<file path="config.mk">
export PLATFORM = sky130hd
export DESIGN_NAME = menu_screen_flat
export DESIGN_NICKNAME = d
export VERILOG_FILES = /design/src/rtl/menu_screen_if.sv /design/src/rtl/menu_screen.sv /design/src/flat_wrapper.sv
export SDC_FILE = /design/constraint.sdc
export NUM_CORES = 1
export LEC_CHECK = 0
export ABC_AREA = 1
export BUFFER_PORTS_ARGS = -buffer_cell sky130_fd_sc_hd__buf_2
export CORE_AREA = 2 2 70 98
export CTS_CLUSTER_SIZE = 14
export DETAILED_ROUTE_END_ITERATION = 6
export DIE_AREA = 0 0 72 100
export PLACE_DENSITY_LB_ADDON = 0.08
export SYNTH_ARGS = -nofsm -noshare
export SYNTH_HDL_FRONTEND = slang
export SYNTH_SLANG_ARGS = --single-unit
export TNS_END_PERCENT = 20
</file>
<file path="constraint.sdc">
create_clock -name clk -period 3.25 [get_ports clk]
set_input_delay 0.1625 -clock clk [delete_from_list [all_inputs] [get_ports clk]]
set_output_delay 0.1625 -clock clk [all_outputs]
set_load 0.05 [all_outputs]
</file>
<file path="src/rtl/menu_screen_if.sv">
// Pixel, button and selection signals between the menu renderer,
// the text renderer, the button debouncers and the OLED mux.
interface menu_screen_if;
  logic [12:0] pixel_index;
  logic        frame_tick;
  logic        btn_up;
  logic        btn_down;
  logic        btn_sel;
  logic        char_pixel;
  logic        text_active;
  logic [6:0]  x;
  logic [5:0]  y;
  logic [15:0] pixel_data;
  logic [2:0]  sel_idx;
  logic        sel_valid;
  logic        busy;

  modport slave (
    input  pixel_index, frame_tick,
    input  btn_up, btn_down, btn_sel,
    input  char_pixel, text_active,
    output x, y, pixel_data,
    output sel_idx, sel_valid, busy
  );

  modport master (
    output pixel_index, frame_tick,
    output btn_up, btn_down, btn_sel,
    output char_pixel, text_active,
    input  x, y, pixel_data,
    input  sel_idx, sel_valid, busy
  );
endinterface

</file>
<file path="src/rtl/menu_screen.sv">
// Stacked menu boxes on the 96x64 RGB565 OLED with an up/down/select
// highlight state machine; pixel_data lags pixel_index by one clock.
module menu_screen #(
  parameter int NUM_ITEMS      = 4,
  parameter int Y_TOP          = 2,
  parameter int ITEM_H         = 14,
  parameter int GAP            = 2,
  parameter int X_L            = 3,
  parameter int X_R            = 92,
  parameter int BLINK_FRAMES   = 15,
  parameter int CONFIRM_FRAMES = 30
) (
  input  logic    clk,
  input  logic    rst_n,
  menu_screen_if.slave bus
);
  localparam logic [0:0] BROWSE  = 1'b0;
  localparam logic [0:0] CONFIRM = 1'b1;

  localparam int PITCH    = ITEM_H + GAP;
  localparam int LAST_BOT = Y_TOP + (NUM_ITEMS - 1) * PITCH + ITEM_H - 1;

  localparam logic [2:0]  LAST_IDX   = 3'(NUM_ITEMS - 1);
  localparam logic [15:0] BLINK_LAST = 16'(BLINK_FRAMES - 1);
  localparam logic [15:0] CONF_LAST  = 16'(CONFIRM_FRAMES - 1);

  logic [0:0]  state_q, state_d;
  logic [2:0]  sel_q, sel_d;
  logic        blink_on_q, blink_on_d;
  logic [15:0] blink_cnt_q, blink_cnt_d;
  logic [15:0] conf_cnt_q, conf_cnt_d;
  logic        valid_q, valid_d;
  logic [15:0] pix_q, pix_d;
  logic        up_arm_q, dn_arm_q, sl_arm_q;

  logic [31:0] px, py;
  logic        hit, on_edge, sel_hit, txt;
  logic [2:0]  hit_idx;
  logic        ev_up, ev_dn, ev_sl;

  assign bus.x = 7'(bus.pixel_index % 13'd96);
  assign bus.y = 6'(bus.pixel_index / 13'd96);
  assign px    = 32'(bus.x);
  assign py    = 32'(bus.y);

  always_comb begin
    hit     = 1'b0;
    on_edge = 1'b0;
    hit_idx = 3'd0;
    for (int i = 0; i < NUM_ITEMS; i++) begin
      if (py >= 32'(Y_TOP + i * PITCH) &&
          py <= 32'(Y_TOP + i * PITCH + ITEM_H - 1) &&
          px >= 32'(X_L) && px <= 32'(X_R)) begin
        hit     = 1'b1;
        hit_idx = 3'(i);
        on_edge = (py == 32'(Y_TOP + i * PITCH)) ||
                  (py == 32'(Y_TOP + i * PITCH + ITEM_H - 1)) ||
                  (px == 32'(X_L)) || (px == 32'(X_R));
      end
    end
  end

  function automatic logic [15:0] fill_color(input logic [2:0] idx);
    logic [15:0] c;
    c = 16'h0000;
    unique case (1'b1)
      (idx == 3'd0): c = 16'hE9E6;
      (idx == 3'd1): c = 16'h55C9;
      (idx == 3'd2): c = 16'h1A73;
      default:       c = 16'h0000;
    endcase
    return c;
  endfunction

  assign sel_hit = hit && (hit_idx == sel_q);
  assign txt     = bus.text_active & bus.char_pixel;

  // Selected fill inverts during CONFIRM so the chosen item stands out
  always_comb begin
    pix_d = 16'h0000;
    if (hit && on_edge) begin
      if (sel_hit && (state_q == CONFIRM || blink_on_q))
        pix_d = 16'hFFE0;
      else
        pix_d = 16'hFFFF;
    end else if (sel_hit && state_q == CONFIRM) begin
      pix_d = txt ? 16'h0000 : 16'hFFFF;
    end else if (txt) begin
      pix_d = 16'hFFFF;
    end else if (hit) begin
      pix_d = fill_color(hit_idx);
    end
  end

  // Arm flags clear on reset so a button held through reset is ignored
  assign ev_up = bus.btn_up   & up_arm_q;
  assign ev_dn = bus.btn_down & dn_arm_q;
  assign ev_sl = bus.btn_sel  & sl_arm_q;

  always_comb begin
    state_d     = state_q;
    sel_d       = sel_q;
    blink_on_d  = blink_on_q;
    blink_cnt_d = blink_cnt_q;
    conf_cnt_d  = conf_cnt_q;
    valid_d     = 1'b0;
    case (state_q)
      BROWSE: begin
        if (ev_sl) begin
          state_d    = CONFIRM;
          conf_cnt_d = 16'd0;
        end else if (ev_up && !ev_dn) begin
          sel_d = (sel_q == 3'd0) ? LAST_IDX : sel_q - 3'd1;
        end else if (ev_dn && !ev_up) begin
          sel_d = (sel_q == LAST_IDX) ? 3'd0 : sel_q + 3'd1;
        end
        if (bus.frame_tick) begin
          if (blink_cnt_q == BLINK_LAST) begin
            blink_cnt_d = 16'd0;
            blink_on_d  = ~blink_on_q;
          end else begin
            blink_cnt_d = blink_cnt_q + 16'd1;
          end
        end
      end
      default: begin
        if (bus.frame_tick) begin
          if (conf_cnt_q == CONF_LAST) begin
            state_d     = BROWSE;
            valid_d     = 1'b1;
            blink_on_d  = 1'b1;
            blink_cnt_d = 16'd0;
          end else begin
            conf_cnt_d = conf_cnt_q + 16'd1;
          end
        end
      end
    endcase
  end

  always_ff @(posedge clk or negedge rst_n) begin
    if (!rst_n) begin
      state_q     <= BROWSE;
      sel_q       <= 3'd0;
      blink_on_q  <= 1'b1;
      blink_cnt_q <= 16'd0;
      conf_cnt_q  <= 16'd0;
      valid_q     <= 1'b0;
      pix_q       <= 16'h0000;
      up_arm_q    <= 1'b0;
      dn_arm_q    <= 1'b0;
      sl_arm_q    <= 1'b0;
    end else begin
      state_q     <= state_d;
      sel_q       <= sel_d;
      blink_on_q  <= blink_on_d;
      blink_cnt_q <= blink_cnt_d;
      conf_cnt_q  <= conf_cnt_d;
      valid_q     <= valid_d;
      pix_q       <= pix_d;
      up_arm_q    <= ~bus.btn_up;
      dn_arm_q    <= ~bus.btn_down;
      sl_arm_q    <= ~bus.btn_sel;
    end
  end

  assign bus.pixel_data = pix_q;
  assign bus.sel_idx    = sel_q;
  assign bus.sel_valid  = valid_q;
  assign bus.busy       = (state_q == CONFIRM);

  always @(posedge clk)
    assert (LAST_BOT <= 63 && NUM_ITEMS >= 2 && NUM_ITEMS <= 8);
endmodule

</file>
<file path="src/flat_wrapper.sv">
// flat-port wrapper written by rule: the top's interface ports become plain ports
module menu_screen_flat 
#(
  parameter int NUM_ITEMS      = 4,
  parameter int Y_TOP          = 2,
  parameter int ITEM_H         = 14,
  parameter int GAP            = 2,
  parameter int X_L            = 3,
  parameter int X_R            = 92,
  parameter int BLINK_FRAMES   = 15,
  parameter int CONFIRM_FRAMES = 30
)
  (clk, rst_n, bus_pixel_index, bus_frame_tick, bus_btn_up, bus_btn_down, bus_btn_sel, bus_char_pixel, bus_text_active, bus_x, bus_y, bus_pixel_data, bus_sel_idx, bus_sel_valid, bus_busy);
  menu_screen_if bus_i ();
  input  logic clk;
  input  logic rst_n;
  input wire logic [$bits(bus_i.pixel_index)-1:0] bus_pixel_index;
  input wire logic [$bits(bus_i.frame_tick)-1:0] bus_frame_tick;
  input wire logic [$bits(bus_i.btn_up)-1:0] bus_btn_up;
  input wire logic [$bits(bus_i.btn_down)-1:0] bus_btn_down;
  input wire logic [$bits(bus_i.btn_sel)-1:0] bus_btn_sel;
  input wire logic [$bits(bus_i.char_pixel)-1:0] bus_char_pixel;
  input wire logic [$bits(bus_i.text_active)-1:0] bus_text_active;
  output wire logic [$bits(bus_i.x)-1:0] bus_x;
  output wire logic [$bits(bus_i.y)-1:0] bus_y;
  output wire logic [$bits(bus_i.pixel_data)-1:0] bus_pixel_data;
  output wire logic [$bits(bus_i.sel_idx)-1:0] bus_sel_idx;
  output wire logic [$bits(bus_i.sel_valid)-1:0] bus_sel_valid;
  output wire logic [$bits(bus_i.busy)-1:0] bus_busy;
  assign bus_i.pixel_index = bus_pixel_index;
  assign bus_i.frame_tick = bus_frame_tick;
  assign bus_i.btn_up = bus_btn_up;
  assign bus_i.btn_down = bus_btn_down;
  assign bus_i.btn_sel = bus_btn_sel;
  assign bus_i.char_pixel = bus_char_pixel;
  assign bus_i.text_active = bus_text_active;
  assign bus_x = bus_i.x;
  assign bus_y = bus_i.y;
  assign bus_pixel_data = bus_i.pixel_data;
  assign bus_sel_idx = bus_i.sel_idx;
  assign bus_sel_valid = bus_i.sel_valid;
  assign bus_busy = bus_i.busy;
  menu_screen #(.NUM_ITEMS(NUM_ITEMS), .Y_TOP(Y_TOP), .ITEM_H(ITEM_H), .GAP(GAP), .X_L(X_L), .X_R(X_R), .BLINK_FRAMES(BLINK_FRAMES), .CONFIRM_FRAMES(CONFIRM_FRAMES)) u_core (.clk(clk), .rst_n(rst_n), .bus(bus_i));
endmodule
</file>
After elaboration in Yosys (flattened, before gate mapping). Index checks and enable logic that the tools add are counted.

Flip-flop bits (word level): 57. Output and inout port bits: 34. Input port bits: 21. Word-level logic and storage cells: 140.

Bitwise operators: 10. Divide/modulo/power cells: 2. Reductions and logical operators: 42. $lt $le $gt $ge: 10. Equal/unequal tests: 19. Add/subtract/negate cells: 4. Multiplexer cells: 43.

Operators by type and width (number): $mux W16 (14); $pmux W16 S3 (1); $add A16 B1 Y16 const B (2); $eq A6 B6 Y1 const B (4); $mux W1 (21); $logic_and A1 B1 Y1 (18); $mux W3 (6); $eq A16 B4 Y1 const B (1); $eq A16 B5 Y1 const B (1); $div A13 B7 Y13 const B (1); $logic_or A1 B1 Y1 (13); $mod A13 B7 Y13 const B (1); $eq A6 B5 Y1 const B (2); $ge A6 B6 Y1 const B (2); $le A6 B6 Y1 const B (2); $reduce_and A3 Y1 (3); $eq A7 B2 Y1 const B (1); $eq A7 B7 Y1 const B (1); $ge A7 B2 Y1 const B (1); $le A7 B7 Y1 const B (1); $eq A3 B2 Y1 const B (2); $eq A6 B2 Y1 const B (1); $eq A6 B4 Y1 const B (1); $ge A6 B2 Y1 const B (1); other kinds (15) (29).

Longest topological paths before layout. Gate-level depths: netlist of the first run.

Depth in word-level cells: 14. Depth in mapped cells: 30. Depth with buffers taken out: 30.

Least setup slack after synthesis of the first run. No wires, ideal clock.

Path kind: input to register. Start: input port bus_pixel_index[11]. End: register u_core.pix_q[2], in the netlist u_core.bus.pixel_data[2]. Cell stages on the path: 28. Arrival: 2.632 ns. Data required time: 3.129 ns. Setup time: 0.121 ns. Setup slack: 0.498 ns. Cell sequence: inv_1 nand3_1 nand2_2 inv_2 o21ai_4 nand2_2 nand2_1 nand3_2 clkinv_1 nand2_1 nand2_2 inv_2 o21ai_2 nand3_2 nand2_2 nand2_1 nand2_2 nand3_2 nand2_4 nand2_1 nand2_2 and2_4 nand3_2 nand2_2 inv_2 buf_6 nand2_1 nand2_1.

Word-level cells in the longest chain between the ends: 14.

RTL lines: start, declared (line flat_wrapper.sv:17) `input wire logic [$bits(bus_i.pixel_index)-1:0] bus_pixel_index;`; $div A13 B7 Y13 * (line menu_screen.sv:42) `assign bus.y = 6'(bus.pixel_index / 13'd96);`; named net bus_y[0] (line flat_wrapper.sv:25) `output wire logic [$bits(bus_i.y)-1:0] bus_y;`; $ge A6 B5 Y1 or $le A6 B5 Y1 (tied branches) (line menu_screen.sv:51, menu_screen.sv:52); $logic_and A1 B1 Y1 (line menu_screen.sv:51) `if (py >= 32'(Y_TOP + i * PITCH) &&`; $logic_and A1 B1 Y1 (line menu_screen.sv:52) `py <= 32'(Y_TOP + i * PITCH + ITEM_H - 1) &&`; $logic_and A1 B1 Y1 (line menu_screen.sv:53) `px >= 32'(X_L) && px <= 32'(X_R)) begin`; $mux W1 (line menu_screen.sv:51); $mux W3 (2 in series) (line menu_screen.sv:51); $eq A3 B2 Y1, or another cell as far along (line menu_screen.sv:69) `(idx == 3'd2): c = 16'h1A73;`; $pmux W16 S3 (line menu_screen.sv:66) `unique case (1'b1)`; $mux W16 (line menu_screen.sv:90) `end else if (hit) begin`; $mux W16 (line menu_screen.sv:88) `end else if (txt) begin`; $mux W16 (line menu_screen.sv:86) `end else if (sel_hit && state_q == CONFIRM) begin`; $mux W16 * (line menu_screen.sv:81) `if (hit && on_edge) begin`; named net u_core.pix_d[2] (line menu_screen.sv:33) `logic [15:0] pix_q, pix_d;`; end signal, assigned (line menu_screen.sv:160) `pix_q <= pix_d;`; end, declared (line menu_screen.sv:33).

The timed path passes the listed nets; every way through them passes the cells marked *. A chain may end at the register's enable or synchronous reset.

Final worst setup path of the first run.
Start: register u_core.conf_cnt_q[0]. End: register u_core.conf_cnt_q[15].

Word-level cells in the longest chain between the ends: 4.

RTL lines: start, declared (line menu_screen.sv:31) `logic [15:0] conf_cnt_q, conf_cnt_d;`; start signal, assigned (line menu_screen.sv:158) `conf_cnt_q <= conf_cnt_d;`; $add A16 B1 Y16 (line menu_screen.sv:134) `conf_cnt_d = conf_cnt_q + 16'd1;`; $mux W16 (line menu_screen.sv:128) `if (conf_cnt_q == CONF_LAST) begin`; $mux W16 (line menu_screen.sv:127) `if (bus.frame_tick) begin`; $mux W16 (line menu_screen.sv:107) `case (state_q)`.

Several ways; a longest one is shown, not always the timed one. The select of a mux whose other input is x is not followed.

==> results of run 1 <==
==> metrics by stage <==
step / area [um^2] / util / hold WS, ps
global route: 3790 / 0.589 / 10.3
detailed placement: 3700 / 0.574 / 330
global placement: 3700 / 0.574 / 325
finish: 3790 / 0.589 / -23.9
CTS: 3790 / 0.589 / 8.74
floorplan: 3390 / - / -133
==> Yosys cell counts (2+ instances only) <==
library cell	n	share of area
clkbuf_1	2	0.0022
nand2_1	102	0.11
inv_1	80	0.089
o21ai_0	24	0.035
o211ai_1	3	0.0066
nand2_2	13	0.024
o22ai_1	3	0.0055
nand3_1	27	0.040
buf_6	2	0.0066
inv_2	8	0.0089
nor4_1	7	0.013
nor2_1	29	0.032
nor3_1	20	0.030
nor3b_1	2	0.0044
a21oi_1	26	0.038
o21ai_2	6	0.015
ha_1	10	0.037
buf_4	7	0.015
dfrtp_1	52	0.38
nand4_1	8	0.015
o31ai_1	4	0.0089
nand3_2	7	0.021
==> worst max path at each step <==
stage | slack (ps) | to | cells after the start | from
2_1_floorplan | 500 | u_core.bus.pixel_data[2] | 28 | bus_pixel_index[11]
3_3_place_gp | 340 | u_core.bus.pixel_data[0] | 29 | bus_pixel_index[11]
3_5_place_dp | 250 | u_core.bus.pixel_data[4] | 28 | bus_pixel_index[11]
4_1_cts | 440 | u_core.conf_cnt_q[15] | 21 | u_core.conf_cnt_q[0]
5_1_grt | 70 | u_core.conf_cnt_q[15] | 21 | u_core.conf_cnt_q[0]
6_report | 460 | u_core.conf_cnt_q[15] | 21 | u_core.conf_cnt_q[0]
==> area by class of cell <==
type	count	area (um^2)
fill	639	2650
multi-input combinational	309	1640
sequential	53	1330
inverter	89	334
timing repair buffer	58	300
tap	74	92.6
clock buffer	7	86.3
clock inverter	1	7.51
==> routing by layer <==
layer  global-route usage  vias to the layer above  wire length, um
met5                    0                        -                0
met4               0.0595                        0              109
met3               0.0331                        8              211
met2                0.402                       42             3710
met1                0.227                     1428             2850
li1                     -                     1593                -
==> where the power goes <==
group	switching, mW	internal, mW	leakage [nW]
logic	1.04	0.379	1.35
clock network	0.217	0.174	0.0445
registers	0.147	0.882	0.661
==> sequential cells by signal, summed over array words and instances (netlist names) <==
register               flops
u_core.sl_arm_q            1
u_core.blink_on_q          1
u_core.bus.pixel_data     12
u_core.bus.sel_idx         3
u_core.bus.sel_valid       1
u_core.dn_arm_q            1
u_core.blink_cnt_q        16
u_core.up_arm_q            1
u_core.conf_cnt_q         16
u_core.bus.busy            1
==> cells by family (layout without fill, tap and decap cells) <==
group           Yosys count  in the layout  synth area share
xor+xnor                  1              1           0.00258
compound gates           76             76             0.135
flops                    53             53             0.391
buf+inv                 101            155             0.124
simple gates            222            222             0.310
fa+ha+maj                10             10            0.0369
==> cell usage in the layout, fill, tap and decap left out, drive strengths merged, types with 9 or more instances in the layout <==
cell type	netlist	routed
nand2	116	116
inv	88	88
buf	10	58
dfrtp	52	52
nand3	34	34
o21ai	32	32
nor2	30	30
a21oi	26	26
nor3	20	20
ha	10	10
nand4	9	9
==> metrics.txt, run 1 <==
status complete, but fails checks; failing checks hold timing; First-pass DRT Iterations 4; initial antenna violation count 0; CP max stage delay slightly above 400 ps; most used cell, CP nand2_1; Sink Count 53; first-pass GRT wire length ~12000 um; crit path max fanout 4; Yosys cell types 43; n_diodes 0; Via density a little over 5; Worst path slowest cell dfrtp_1; port bufs 54; DR WL/cell 11.6 um; Root Buffer clkbuf_8; DRT iter0 DRCs ~100; drt drc 0; Tmin final ~2800 ps; Reg2Reg Depth 21; clock latency on the worst-skew pair 310 ps; I/O pins 55; Max Cap Viol 0; Post-CTS Resized 0; Peak Freq 0.359 GHz; worst min-delay path category primary input to asynchronous set/reset pin; Starting Density 0.527; Startpoint Class register; CP Cell Sequence ha_1 -> nand4_1 -> nor4_1 -> nand3_1 -> nand3_1 -> nand2_1 -> inv_1 -> nor3_1 -> nand2_1 -> inv_1 -> nand2_1 -> inv_1 -> nand2_1 -> nor2_1 -> nand2_1 -> nor2_1 -> nand2_1 -> nor2_1 -> inv_1 -> nor3_1 -> nor3_1; H-tree Lvls 2; r2r setup slk ~460 ps; cts hold-fix bufs 0; Synth Instances roughly 460; RR Startpoint u_core.conf_cnt_q[0]; Synth Flop Type dfrtp_1; gr usage total 0.207; hold slack -23.9 ps; sequential share of the synthesized area 0.391; ANT nets after route 0; Slew HR 0.377; Final period util 0.857; total vias in the final route a little over 3000; Post-Place Worst Slack 254 ps; total power 2.84 mW; Crit path arrival time between 2000 and 3000 ps; Slew @ Worst Pin ~930 ps; Critical Path Sink Type register; # rows 35; area grow syn2layout 11.8%; die area slightly above 7000 um^2; Die Wd around 70 um; largest net degree at the start of global routing between 40 and 50; peak supply drop 0.441 mV; CTS tree done; Pwr Density 748 nW/um^2; crit-path leading delay family simple AND/OR/NAND/NOR gates; Synth Area per Inst between 7 and 8 um^2; Post-CTS Setup Bufs 0; maximum clock path buffer count 2; reg-to-reg endpoint u_core.conf_cnt_q[15]; Final Non-Filler Cells 591; setup tns final 0 ps; fin nets 547; Post-Syn Area 3390 um^2; synthesis warning total 0; GPL Wtd Cong around 0.83; Finish-stage setup viols 0; final worst setup slack around 460 ps; Final Hold Vio Count 19; asr flop ratio synth 1.00; max-slew violations 0; WP buf/inv 4; dpl hpwl between 5000 and 6000 um; final wirelength just under 7000 um; RSZ-0062 raised after global routing no; total core area approximately 6400 um^2; P_leak between 2 and 2.5 nW; syn nets between 400 and 500; required time of the critical path 3440 ps; CP Class register to register; Worst Clk Skew around 14 ps; layout cell share with drive strength beyond 1 0.205; Die Height 100 um; total gr overflow 0; clk slew on worst S/H paths around 100 ps; Yosys reg bits 53; placed insts 583; EDFF count, synth 0; vias in the first global route around 3000; TritonCTS Buffers 5
Power figures use the tool's default switching activity.
==> run 2: changes to the inputs <==
--- a/config.mk
+++ b/config.mk
@@ -8,10 +8,12 @@
 export ABC_AREA = 1
 export BUFFER_PORTS_ARGS = -buffer_cell sky130_fd_sc_hd__buf_2
 export CORE_AREA = 2 2 70 98
+export CTS_BUF_LIST = sky130_fd_sc_hd__clkbuf_4
+export CTS_CLUSTER_DIAMETER = 60
 export CTS_CLUSTER_SIZE = 14
 export DETAILED_ROUTE_END_ITERATION = 6
 export DIE_AREA = 0 0 72 100
-export PLACE_DENSITY_LB_ADDON = 0.08
+export PLACE_DENSITY = 0.76
 export SYNTH_ARGS = -nofsm -noshare
 export SYNTH_HDL_FRONTEND = slang
 export SYNTH_SLANG_ARGS = --single-unit
==> run 2 against run 1 <==
Effect of this change:
- routed wire length up 0.19%
- critical endpoint unchanged
- final area up 0.33%
- highest routed layer unchanged
- the run now ends clean
- cell count up 0.68%
- worst hold slack better by 73 ps
- via count up 2.4%
- utilization up 0.19 points
- total power down 2.1%
==> metrics.txt, run 2 (synthesis results as in run 1) <==
status complete, no violations; Starting Density 0.527; total vias in the final route roughly 3100; TritonCTS Buffers 5; vias in the first global route 3093; first-pass GRT wire length about 12000 um; Finish-stage setup viols 0; H-tree Lvls 2; Slew @ Worst Pin 667 ps; P_int between 1 and 1.5 mW; Post-CTS Resized 0; Sink Count 53; power share of the combinational group 0.515; setup tns final 0 ps; crit path max fanout 4; GPL Wtd Cong between 0.8 and 0.9; Crit path arrival time 3090 ps; Fill cells ~590; total gr overflow 0; dpl hpwl 5510 um; Die Wd 72 um; DR WL/cell ~12 um; Net Sw Power 1.42 mW; DP Area about 3700 um^2; Final period util 0.862; Tmin final 2800 ps; worst min-delay path category primary input to register; post-route cell area roughly 3800 um^2; Startpoint Class register; commonest non-fill, non-tap cell in the layout nand2_1; Worst Clk Skew 16.6 ps; required time of the critical path 3540 ps; Via density between 5 and 6; initial antenna violation count 0; n_diodes 0; port bufs 54; total core area 6440 um^2; max-slew violations 0; peak supply drop roughly 0.37 mV; DRT iter0 DRCs 156; final wirelength slightly below 7000 um; total power 2.78 mW; Die Height roughly 100 um; P_leak 2.07 nW; clk slew on worst S/H paths 160 ps; Pwr Density between 700 and 800 nW/um^2; Max Cap Viol 0; Root Buffer clkbuf_4; Critical Path Sink Type register; drt drc 0; sw frac 0.511; RSZ-0062 raised after global routing no; I/O pins 55; r2r setup slk ~450 ps; Peak Freq approximately 0.36 GHz; CP Class register to register; Final Hold Vio Count 0; # rows 35; clock latency on the worst-skew pair about 390 ps; ANT nets after route 0; largest net degree at the start of global routing 31; layout cell share with drive strength beyond 1 0.205; sequential share of power 0.369; CTS tree done; fin nets roughly 550; Slew HR 0.555; area grow syn2layout 12.1%; die area a little over 7000 um^2; clock share of power 0.116; gr usage total 0.203; First-pass DRT Iterations 5; maximum clock path buffer count 2; most frequent cells in the layout nand2_1 (102), inv_1 (80), buf_2 (54), dfrtp_1 (52), nor2_1 (29)
run 2: cell types whose count changed in the layout (fill, tap and decap cells not counted):
| cell | previous run | this run |
|---|---|---|
| clkbuf_4 | 0 | 5 |
| clkinvlp_4 | 1 | 0 |
| inv_6 | 0 | 1 |
| dlygate4sd3_1 | 0 | 4 |
| clkbuf_8 | 6 | 0 |
| inv_8 | 0 | 1 |
| clkbuf_1 | 1 | 0 |
| clkinv_4 | 0 | 1 |
run 2: metrics by stage:
stage | std cells | hold WS (ps) | setup WS, ps | utilization
after CTS | 595 | 35.2 | 424 | 0.591
final | 595 | 49.4 | 449 | 0.591
after global routing | 595 | 47.0 | 42.5 | 0.591
after floorplan | 463 | -133 | 498 | -
after detailed placement | 583 | 234 | 296 | 0.574
after global placement | 583 | 236 | 379 | 0.574
run 2: power by group through the flow:
stage	Combinational [mW]	Sequential (mW)	Clock, mW
global placement	1.40	1.04	0
global route	1.58	1.05	0.357
floorplan	0.858	1.32	0
CTS	1.44	1.03	0.332
finish	1.43	1.02	0.322
detailed placement	1.43	1.04	0
run 2: per-layer routing:
layer  up-vias  wire (um)  global-route usage
met2        71       3710               0.396
met5         -          0                   0
met4         0        179              0.0900
met1      1447       2720               0.209
li1       1609          -                   -
met3        18        271              0.0271
run 2: final timing paths:
check                                  startpoint                      to  cells past startpoint
setup / recovery             u_core.conf_cnt_q[0]   u_core.conf_cnt_q[15]                     21
hold / removal                     bus_frame_tick    u_core.bus.sel_valid                      3
setup reg to reg             u_core.conf_cnt_q[0]   u_core.conf_cnt_q[15]                     21
hold reg to reg            u_core.blink_cnt_q[15]  u_core.blink_cnt_q[15]                      1
max in group asynchronous                   rst_n       u_core.blink_on_q                      3
min in group asynchronous                   rst_n  u_core.blink_cnt_q[14]                      2
run 2: cell type report:
type	instances	area (um^2)	share of cell area
multi-input combinational	309	1640	0.432
sequential	53	1330	0.349
timing repair buffer	62	340	0.0895
inverter	89	334	0.0878
tap	74	92.6	0.0243
clock buffer	5	37.5	0.00987
clock inverter	3	28.8	0.00757
run 2: what timing repair did:
action | 4_1_cts | 5_1_grt
endpoints found under the hold margin | 32 | 0
setup buffers | 0 | 0
hold buffers | 4 | 0
setup endpoints to repair | 0 | 0
run 2: critical path, stage by stage, from the launching register on:
cell	delay, ps
dfrtp_1	440
ha_1	210
nand4_1	100
nor4_1	60
nand3_1	140
nand3_1	140
nand2_1	140
inv_1	80
nor3_1	200
nand2_1	100
inv_1	80
nand2_1	60
inv_1	70
nand2_1	50
nor2_1	140
nand2_1	90
nor2_1	120
nand2_1	80
nor2_1	130
inv_1	70
nor3_1	130
nor3_1	70
==> run 3: changes to the inputs <==
--- a/config.mk
+++ b/config.mk
@@ -7,13 +7,14 @@
 export LEC_CHECK = 0
 export ABC_AREA = 1
 export BUFFER_PORTS_ARGS = -buffer_cell sky130_fd_sc_hd__buf_2
-export CORE_AREA = 2 2 70 98
+export CORE_AREA = 2 2 68 95
 export CTS_BUF_LIST = sky130_fd_sc_hd__clkbuf_4
 export CTS_CLUSTER_DIAMETER = 60
 export CTS_CLUSTER_SIZE = 14
 export DETAILED_ROUTE_END_ITERATION = 6
-export DIE_AREA = 0 0 72 100
-export PLACE_DENSITY = 0.76
+export DIE_AREA = 0 0 70 97
+export MAX_ROUTING_LAYER = met4
+export PLACE_DENSITY = 0.81
 export SYNTH_ARGS = -nofsm -noshare
 export SYNTH_HDL_FRONTEND = slang
 export SYNTH_SLANG_ARGS = --single-unit
==> run 3 against run 2 <==
Effect of this change:
- non-clock buffer count unchanged
- worst hold slack better by 8.8 ps
- sequential cell count stayed put
- via count shrank 0.16%
- combinational power about the same
- highest routed layer unchanged
- clock power rose by 12%
- first-iteration DRC count increased by 28%
- total power up 2.1%
- cell count decreased by 0.67%
- utilization up 6.0 points
- global-route usage up 3.0 points
- sequential power barely moved
==> metrics.txt, run 3 (synthesis results as in run 1) <==
r2r setup slk about 460 ps; commonest non-fill, non-tap cell in the layout nand2_1; Startpoint Class register; GPL Wtd Cong about 0.95; CP Cell Sequence inv_1 -> ha_1 -> nand4_1 -> nor4_1 -> nand3_1 -> nand3_1 -> nand2_1 -> inv_1 -> nor3_2 -> nand2_1 -> inv_1 -> nand2_1 -> inv_1 -> nand2_1 -> nor2_1 -> nand2_1 -> nor2_1 -> nand2_1 -> nor2_1 -> inv_1 -> nor3_1 -> nor3_1; port bufs 54; Die Wd ~70 um; CTS tree done; worst min-delay path category primary input to register; Crit path arrival time around 3000 ps; Sink Count 53; Pwr Density about 740 nW/um^2; Final period util 0.860; P_leak 2.07 nW; hold-critical path endpoint u_core.bus.sel_valid; sw frac 0.498; min-delay src bus_frame_tick; worst hold path depth 3; most frequent cells in the layout nand2_1 (102), inv_1 (80), buf_2 (54), dfrtp_1 (52), nor2_1 (29); Post-CTS Setup Bufs 0; Root Buffer clkbuf_4; area grow syn2layout 12.5%; peak supply drop 0.382 mV; total vias in the final route about 3100; Worst Setup SP u_core.conf_cnt_q[1]; DRT iter0 DRCs about 200; First-pass DRT Iterations 4; setup tns final 0 ps; WP buf/inv 5; Starting Density 0.579; maximum clock path buffer count 2; gr usage total 0.233; CP Class register to register; RSZ-0062 raised after global routing no; layout cell share with drive strength beyond 1 0.205; I/O pins 55; Via density 5.31; DR WL/cell around 12 um; max-slew violations 0; P_int 1.42 mW; CP max stage delay between 300 and 400 ps; Max Cap Viol 0; ANT nets after route 0; required time of the critical path between 3000 and 4000 ps; clock latency on the worst-skew pair around 370 ps; Worst Clk Skew around 14 ps; Net Sw Power between 1 and 1.5 mW; reg-to-reg endpoint u_core.conf_cnt_q[15]; initial antenna violation count 0; Finish-stage setup viols 0; most used cell, CP nand2_1; Final Non-Filler Cells 591; # rows 33; Final Hold Vio Count 0; Critical Path Sink Type register; clk slew on worst S/H paths around 140 ps; Slew HR 0.554; placed insts 579; Die Height just under 100 um; n_diodes 0; H-tree Lvls 2; largest net degree at the start of global routing 30; Peak Freq about 0.36 GHz; total core area 5860 um^2; power share of the combinational group 0.509; Slew @ Worst Pin around 670 ps; drt drc 0; critical path depth 22; first-pass GRT wire length between 10000 and 15000 um; crit path max fanout 4; status complete, no violations; die area 6790 um^2; Reg2Reg Depth 22; Worst path slowest cell dfrtp_1; dpl hpwl between 5000 and 6000 um; clock share of power 0.128; vias in the first global route about 3100; final wirelength roughly 7200 um; fin nets about 550; Tmin final roughly 2800 ps; sequential share of power 0.364; TritonCTS Buffers 5; crit-path leading delay family simple AND/OR/NAND/NOR gates; RR Startpoint u_core.conf_cnt_q[1]; Fill cells 513; total gr overflow 0
==> run 3: how the worst max path moves through the flow <==
| stage | slack (ps) | endpoint |
|---|---|---|
| floorplan | 500 | u_core.bus.pixel_data[2] |
| global placement | 350 | u_core.bus.pixel_data[0] |
| detailed placement | 240 | u_core.bus.pixel_data[0] |
| CTS | 400 | u_core.conf_cnt_q[15] |
| global route | 2 | u_core.conf_cnt_q[15] |
| finish | 460 | u_core.conf_cnt_q[15] |
==> run 3: power groups by stage <==
stage / clock (mW) / combinational [mW] / sequential (mW)
floorplan: 0 / 0.858 / 1.32
global placement: 0 / 1.40 / 1.04
detailed placement: 0 / 1.43 / 1.04
CTS: 0.370 / 1.44 / 1.03
global route: 0.401 / 1.58 / 1.06
finish: 0.362 / 1.44 / 1.03
==> run 3: what timing repair did <==
item | CTS | global route
resized for setup | 0 | 1
endpoints found under the hold margin | 31 | 0
setup endpoints to repair | 0 | 1
hold buffers | 4 | 0
==> run 3: tightest hold or removal path, cell delays in order <==
cell	delay (ps)
buf_2	120
nand2_1	70
nor2_1	40
==> run 3: metrics by stage <==
step,utilization,hold WS [ps],area (um^2),setup slack [ps],power [mW]
2_1_floorplan,-,-133,3390,498,2.18
5_1_grt,0.651,82.5,3820,2.39,3.05
3_3_place_gp,0.630,223,3690,348,2.44
3_5_place_dp,0.630,229,3690,236,2.48
6_report,0.651,58.3,3820,455,2.84
4_1_cts,0.650,44.7,3810,403,2.84
==> run 3: final cells by class <==
class | instances | area [um^2] | area share
repair buffers | 62 | 340 | 0.0892
clock buffers | 5 | 37.5 | 0.00984
multi-input cells | 309 | 1650 | 0.432
flip-flops and latches | 53 | 1330 | 0.348
clock inverters | 3 | 41.3 | 0.0108
well taps | 70 | 87.6 | 0.0230
inverters | 89 | 334 | 0.0875
==> run 3: per-layer routing <==
layer  part of all wire  vias up  global-route usage  wire length, um
met5                  0        -                   -                0
met4              0.024        0              0.0917              173
met3              0.031       17              0.0302              224
met2               0.56       68               0.429             4020
met1               0.39     1450               0.249             2800
li1                   -     1605                   -                -
